[config.mk]
export PLATFORM = sky130hd
export DESIGN_NAME = sr_meas_ctrl
export DESIGN_NICKNAME = d
export VERILOG_FILES = /design/src/rtl/sr_meas_ctrl.sv
export SDC_FILE = /design/constraint.sdc
export NUM_CORES = 1
export LEC_CHECK = 0
export CAP_MARGIN = 20
export CORE_MARGIN = 5
export CORE_UTILIZATION = 40
export DETAILED_ROUTE_END_ITERATION = 10
export SLEW_MARGIN = 0
export SYNTH_ARGS = -nofsm -noshare
export SYNTH_HDL_FRONTEND = slang
export SYNTH_SLANG_ARGS = --single-unit
[constraint.sdc]
create_clock -name clk -period 5.49 [get_ports clk]
set_input_delay 0.549 -clock clk [delete_from_list [all_inputs] [get_ports clk]]
set_output_delay 0.549 -clock clk [all_outputs]
set_load 0.03 [all_outputs]
[src/rtl/sr_meas_ctrl.sv]
// rtl/sr_meas_ctrl.sv - ultrasonic ranging sensor trigger/echo measurement controller
//
// Ports:
//   clk       system clock, rising edge
//   reset     asynchronous active-high reset
//   start     single-measurement request (honoured in IDLE only)
//   cont      continuous mode: re-trigger after every holdoff while high
//   sr_echo   sensor echo, asynchronous to clk
//   sr_trig   sensor trigger pulse, TRIG_CYCLES wide
//   meas_en   high while an echo is being timed
//   busy      high in every state except IDLE
//   dist_cnt  last valid echo width in clk cycles
//   valid     one-cycle strobe, dist_cnt updated
//   timeout   one-cycle strobe, measurement aborted
module sr_meas_ctrl #(
    parameter int TRIG_CYCLES    = 10,
    parameter int TIMEOUT_CYCLES = 38000,
    parameter int HOLDOFF_CYCLES = 60000,
    parameter int CNT_W          = 16
) (
    input  logic             clk,
    input  logic             reset,
    input  logic             start,
    input  logic             cont,
    input  logic             sr_echo,
    output logic             sr_trig,
    output logic             meas_en,
    output logic             busy,
    output logic [CNT_W-1:0] dist_cnt,
    output logic             valid,
    output logic             timeout
);

    // Terminal counts: each phase ends on the cycle that would make the
    // counter reach its limit, so the phase lasts exactly that many cycles.
    localparam logic [CNT_W-1:0] TRIG_LAST = CNT_W'(TRIG_CYCLES - 1);
    localparam logic [CNT_W-1:0] TO_LAST   = CNT_W'(TIMEOUT_CYCLES - 1);
    localparam logic [CNT_W-1:0] HOLD_LAST = CNT_W'(HOLDOFF_CYCLES - 1);
    localparam logic [CNT_W-1:0] CNT_ONE   = CNT_W'(1);

    typedef enum logic [2:0] {
        IDLE,
        TRIG,
        WAIT_ECHO,
        MEASURE,
        HOLDOFF
    } state_t;

    state_t           state;
    logic [CNT_W-1:0] cnt;
    logic             echo_meta;
    logic             echo_s;
    logic             echo_prev;

    always_ff @(posedge clk or posedge reset) begin
        if (reset) begin
            echo_meta <= 1'b0;
            echo_s    <= 1'b0;
            echo_prev <= 1'b0;
        end else begin
            echo_meta <= sr_echo;
            echo_s    <= echo_meta;
            echo_prev <= echo_s;
        end
    end

    // Outputs are assigned together with the state they belong to, so each
    // one is a flop that already reflects the state being entered.
    always_ff @(posedge clk or posedge reset) begin
        if (reset) begin
            state    <= IDLE;
            cnt      <= '0;
            sr_trig  <= 1'b0;
            meas_en  <= 1'b0;
            busy     <= 1'b0;
            dist_cnt <= '0;
            valid    <= 1'b0;
            timeout  <= 1'b0;
        end else begin
            valid   <= 1'b0;
            timeout <= 1'b0;
            case (state)
                IDLE: begin
                    if (start || cont) begin
                        state   <= TRIG;
                        cnt     <= '0;
                        sr_trig <= 1'b1;
                        busy    <= 1'b1;
                    end
                end
                TRIG: begin
                    if (cnt == TRIG_LAST) begin
                        state   <= WAIT_ECHO;
                        cnt     <= '0;
                        sr_trig <= 1'b0;
                    end else begin
                        cnt <= cnt + CNT_ONE;
                    end
                end
                WAIT_ECHO: begin
                    // Only a genuine 0->1 transition counts; an echo that is
                    // already high on entry has echo_prev=1 and is ignored.
                    if (echo_s && !echo_prev) begin
                        state   <= MEASURE;
                        cnt     <= CNT_ONE;
                        meas_en <= 1'b1;
                    end else if (cnt == TO_LAST) begin
                        state   <= HOLDOFF;
                        cnt     <= '0;
                        timeout <= 1'b1;
                    end else begin
                        cnt <= cnt + CNT_ONE;
                    end
                end
                MEASURE: begin
                    // cnt holds the number of high samples seen so far.
                    if (!echo_s) begin
                        state    <= HOLDOFF;
                        cnt      <= '0;
                        meas_en  <= 1'b0;
                        dist_cnt <= cnt;
                        valid    <= 1'b1;
                    end else if (cnt == TO_LAST) begin
                        state   <= HOLDOFF;
                        cnt     <= '0;
                        meas_en <= 1'b0;
                        timeout <= 1'b1;
                    end else begin
                        cnt <= cnt + CNT_ONE;
                    end
                end
                HOLDOFF: begin
                    if (cnt == HOLD_LAST) begin
                        cnt <= '0;
                        if (cont) begin
                            state   <= TRIG;
                            sr_trig <= 1'b1;
                        end else begin
                            state <= IDLE;
                            busy  <= 1'b0;
                        end
                    end else begin
                        cnt <= cnt + CNT_ONE;
                    end
                end
                default: begin
                    state   <= IDLE;
                    cnt     <= '0;
                    sr_trig <= 1'b0;
                    meas_en <= 1'b0;
                    busy    <= 1'b0;
                end
            endcase
        end
    end

endmodule

==> results.sh <==
export IMPL_status="completed"
export IMPL_crit_chain="or4_4, or4_4, a21boi_2, nor2_1, o32a_1"
export IMPL_diodes=0
export IMPL_detail_route_drc_violations=0
export IMPL_dp_hpwl_microns=2930
export IMPL_cap_violations=0
export IMPL_power_ir_vdd_worst_uv=167.3
export IMPL_layout_drive_gt1_share_pct=14.68
export IMPL_critical_path_reg2reg_endpoint="cnt[0]$_DFFE_PP0N_"
export IMPL_yosys_top_cells_area="dfrtp_1 53%, mux2_2 8.8%, nor2_1 4.0%"
export IMPL_vias=1529
export IMPL_timing_final_crit_period_ns=2.261
export IMPL_layout_filler_cells=466
export IMPL_cts_htree_levels=2
export IMPL_global_route_wire_length_before_repair_microns=7272
export IMPL_route_final_wire_length_microns=4105
export IMPL_synth_area_sq_um=2046
export IMPL_critical_path_endpoint_type="register"
export IMPL_register_to_register_path_depth=5
export IMPL_area_growth_synth_to_final_pct=20.12
export IMPL_cp_num_buf_inv=0
export IMPL_starting_utilization_of_the_core_area_pct=40.57
export IMPL_fin_worst_skew_ns=0.008332
export IMPL_design_die_area_sq_um=6645
export IMPL_power_share_switching_pct=37.89
export IMPL_netlist_cell_type_count=43
export IMPL_drtPass1Iterations=4
export IMPL_ctsHoldBuffers=0
export IMPL_static_leakage_power_nw=1.075
export IMPL_core_rowCount=26
export IMPL_postCtsSetupBuffers=0
export IMPL_maxClockFrequency_ghz=0.4424
export IMPL_multi_input_area_sq_um=907.1
export IMPL_avgSynthCellArea_sq_um=10.65
export IMPL_critical_path_startpoint_type="register"
export IMPL_power_net_switching_mw=0.3710
export IMPL_final_period_utilization_pct=41.18
export IMPL_mappedNetlistNets=199
export IMPL_crit_type="register to register"
export IMPL_ys_async_sr_fraction_pct=100.0
export IMPL_design_portCount=26
export IMPL_die_height_microns=81.52
export IMPL_cts_buffers_inserted=5
export IMPL_drt_iter0_drcs=133
export IMPL_finalHoldViolations=0
export IMPL_synthDominantAreaCellType="dfrtp_1"
export IMPL_slew_headroom_pct=35.61
export IMPL_clock_path_buffers=2
export IMPL_synth_edf_count=0
export IMPL_slowest_delay_ns=0.58
export IMPL_r2r_start="cnt[7]$_DFFE_PP0N_"
export IMPL_min_delay_path_class="register to register"
export IMPL_number_of_antenna_violations_at_the_first_check_in_global_routing=0
export IMPL_clock_root_buffer="clkbuf_8"
export IMPL_comb_power_share_pct=36.2
export IMPL_unrepaired_setup_endpoints_after_global_routing="no"
export IMPL_globalRoute_totalOverflow=0
export IMPL_synth_warning_count=0
export IMPL_clk_pin_slew_worst_paths_ns=0.08
export IMPL_finish_cell_count_without_fillers=288
export IMPL_regArea_sq_um=1076
export IMPL_wire_per_inst_microns=14.25
export IMPL_cp_num_cells=5
export IMPL_critical_path_slowest_cell="or4_4"
export IMPL_worstPathRequired_ns=5.67
export IMPL_worst_skew_pair_late_latency_ns=0.30
export IMPL_port_buffers=25
export IMPL_synthFlopType="dfrtp_1"
export IMPL_ys_seq_area_share_pct=52.60
export IMPL_grt_max_degree=44
export IMPL_cellInternalPower_mw=0.6081
export IMPL_place_detailed_instances=281
export IMPL_fin_nets=225
export IMPL_gr_usage_all_layers_pct=14.39
export IMPL_clock_sinks=43
export IMPL_path_common_cell="or4_4"
export IMPL_portion_of_total_power_attributed_to_the_clock_network_pct=20.5
export IMPL_power_density_nw_per_um2=398.5
export IMPL_worst_slew_pin_transition_ns=0.9601
export IMPL_coreArea_sq_um=5042
export IMPL_ys_seq_elements=43
export IMPL_grt_pass1_vias=1482
export IMPL_clock_tree_from_tritoncts="built"
export IMPL_netlist_area_leader_share_pct=52.60
export IMPL_die_x_microns=81.52
export IMPL_cts_resized=0
export IMPL_sequential_power_share_pct=43.3
export IMPL_worstSetupStartpoint="cnt[7]$_DFFE_PP0N_"
export IMPL_detail_route_antenna_nets=0
export IMPL_cp_top_family="simple AND/OR/NAND/NOR gates"
export IMPL_worst_endpoint_arrival_ns=2.44
export IMPL_vias_per_cell=5.309
export IMPL_slew_violations=0
export IMPL_tns_ns=0
export IMPL_worstPathMaxFanout=6
export IMPL_regToRegSetupSlack_ns=3.23
export IMPL_timing_critical_path_to="cnt[0]$_DFFE_PP0N_"
export IMPL_setup_viol=0
export IMPL_gp_congestion=0.7982
export IMPL_postSynthCellCount=192
-- cell type report --
cell class                 count  area share [%]
clock inverter                 1          0.2037
clock buffer                   6           3.360
tap                           70           3.564
multi-input combinational    133           36.91
inverter                       7           1.069
timing repair buffer          28           11.10
sequential                    43           43.79
-- cell families (layout without fill, tap and decap cells) --
logic type      count (synthesis)  after routing  synth area share, %
fa+ha+maj                       2              2                1.223
flops                          43             43                52.60
buf+inv                        16             42                3.059
xor+xnor                       12             12                5.138
mux                            17             17                9.297
compound gates                 26             26                9.235
simple gates                   76             76                19.45
-- worst min-delay path by stage --
| stage | from | to | slack (ns) | cells after the start |
|---|---|---|---|---|
| 2_1_floorplan | echo_meta$_DFF_PP0_ | echo_s$_DFF_PP0_ | 0.33 | 0 |
| 3_3_place_gp | echo_meta$_DFF_PP0_ | echo_s$_DFF_PP0_ | 0.33 | 0 |
| 3_5_place_dp | echo_meta$_DFF_PP0_ | echo_s$_DFF_PP0_ | 0.34 | 0 |
| 4_1_cts | echo_meta$_DFF_PP0_ | echo_s$_DFF_PP0_ | 0.36 | 0 |
| 5_1_grt | echo_meta$_DFF_PP0_ | echo_s$_DFF_PP0_ | 0.36 | 0 |
| 6_report | echo_meta$_DFF_PP0_ | echo_s$_DFF_PP0_ | 0.35 | 0 |
-- cells in the mapped netlist, drive strengths merged (2+ instances only) --
cell / n
or3: 3
buf: 2
xnor2: 3
nor2b: 2
or4: 2
dfrtp: 43
nor2: 22
nand2: 15
and4: 2
nand4: 8
inv: 7
nand2b: 2
mux2: 16
clkbuf: 7
nor3: 6
o21ai: 4
xor2: 9
ha: 2
and2: 2
o22ai: 3
nand3: 4
nor4: 3
a211oi: 3
a21oi: 5
-- worst reg2reg max path, cell delays in order, from the launching register on --
cell,delay [ns]
dfrtp_1,0.45
or4_4,0.58
or4_4,0.57
a21boi_2,0.18
nor2_1,0.05
o32a_1,0.33
-- per-stage QoR --
step	instance area (sq um)	setup slack [ns]	hold WS (ns)	util, %	power, mW
finish	2457	3.229	0.3540	48.73	0.9791
global route	2457	3.111	0.3605	48.73	1.051
CTS	2457	3.227	0.3553	48.73	0.9875
detailed placement	2370	2.971	0.3379	47.00	0.7863
global placement	2370	3.017	0.3337	47.00	0.7846
floorplan	2046	3.356	0.3312	-	0.6708
-- registers in the layout, indices dropped and copies added (netlist names) --
name / flops
busy: 1
cnt: 16
dist_cnt: 16
echo_meta: 1
echo_prev: 1
echo_s: 1
meas_en: 1
sr_trig: 1
state: 3
timeout: 1
valid: 1
-- power groups by stage --
stage	clock (mW)	combinational, mW	sequential (mW)
2_1_floorplan	0	0.233	0.438
3_3_place_gp	0	0.355	0.429
3_5_place_dp	0	0.357	0.430
4_1_cts	0.207	0.357	0.423
5_1_grt	0.224	0.393	0.434
6_report	0.201	0.355	0.424
-- layer usage --
layer,up-vias,track usage [%],routed length (microns)
li1,738,-,-
met1,749,20.53,1975
met2,34,20.85,1889
met3,8,3.618,172
met4,0,5.574,67
met5,-,0,0
-- cells in the final DEF, fill, tap and decap left out, types with 2 or more instances in the layout --
cell type / Yosys / routed
a211oi_1: 3 / 3
a21oi_1: 5 / 5
and2_1: 2 / 2
and4_1: 2 / 2
buf_4: 0 / 3
clkbuf_8: 0 / 6
clkdlybuf4s50_1: 0 / 25
dfrtp_1: 43 / 43
ha_1: 2 / 2
inv_1: 7 / 7
mux2_2: 16 / 16
nand2_1: 15 / 15
nand2b_1: 2 / 2
nand3_1: 4 / 4
nand4_1: 8 / 8
nor2_1: 22 / 22
nor2b_1: 2 / 2
nor3_1: 6 / 6
nor4_1: 2 / 2
o21ai_0: 3 / 3
o22ai_1: 3 / 3
or3_1: 3 / 3
or4_4: 2 / 2
xnor2_1: 3 / 3
xor2_1: 9 / 9
No activity file was read; power rests on OpenSTA's default activity.
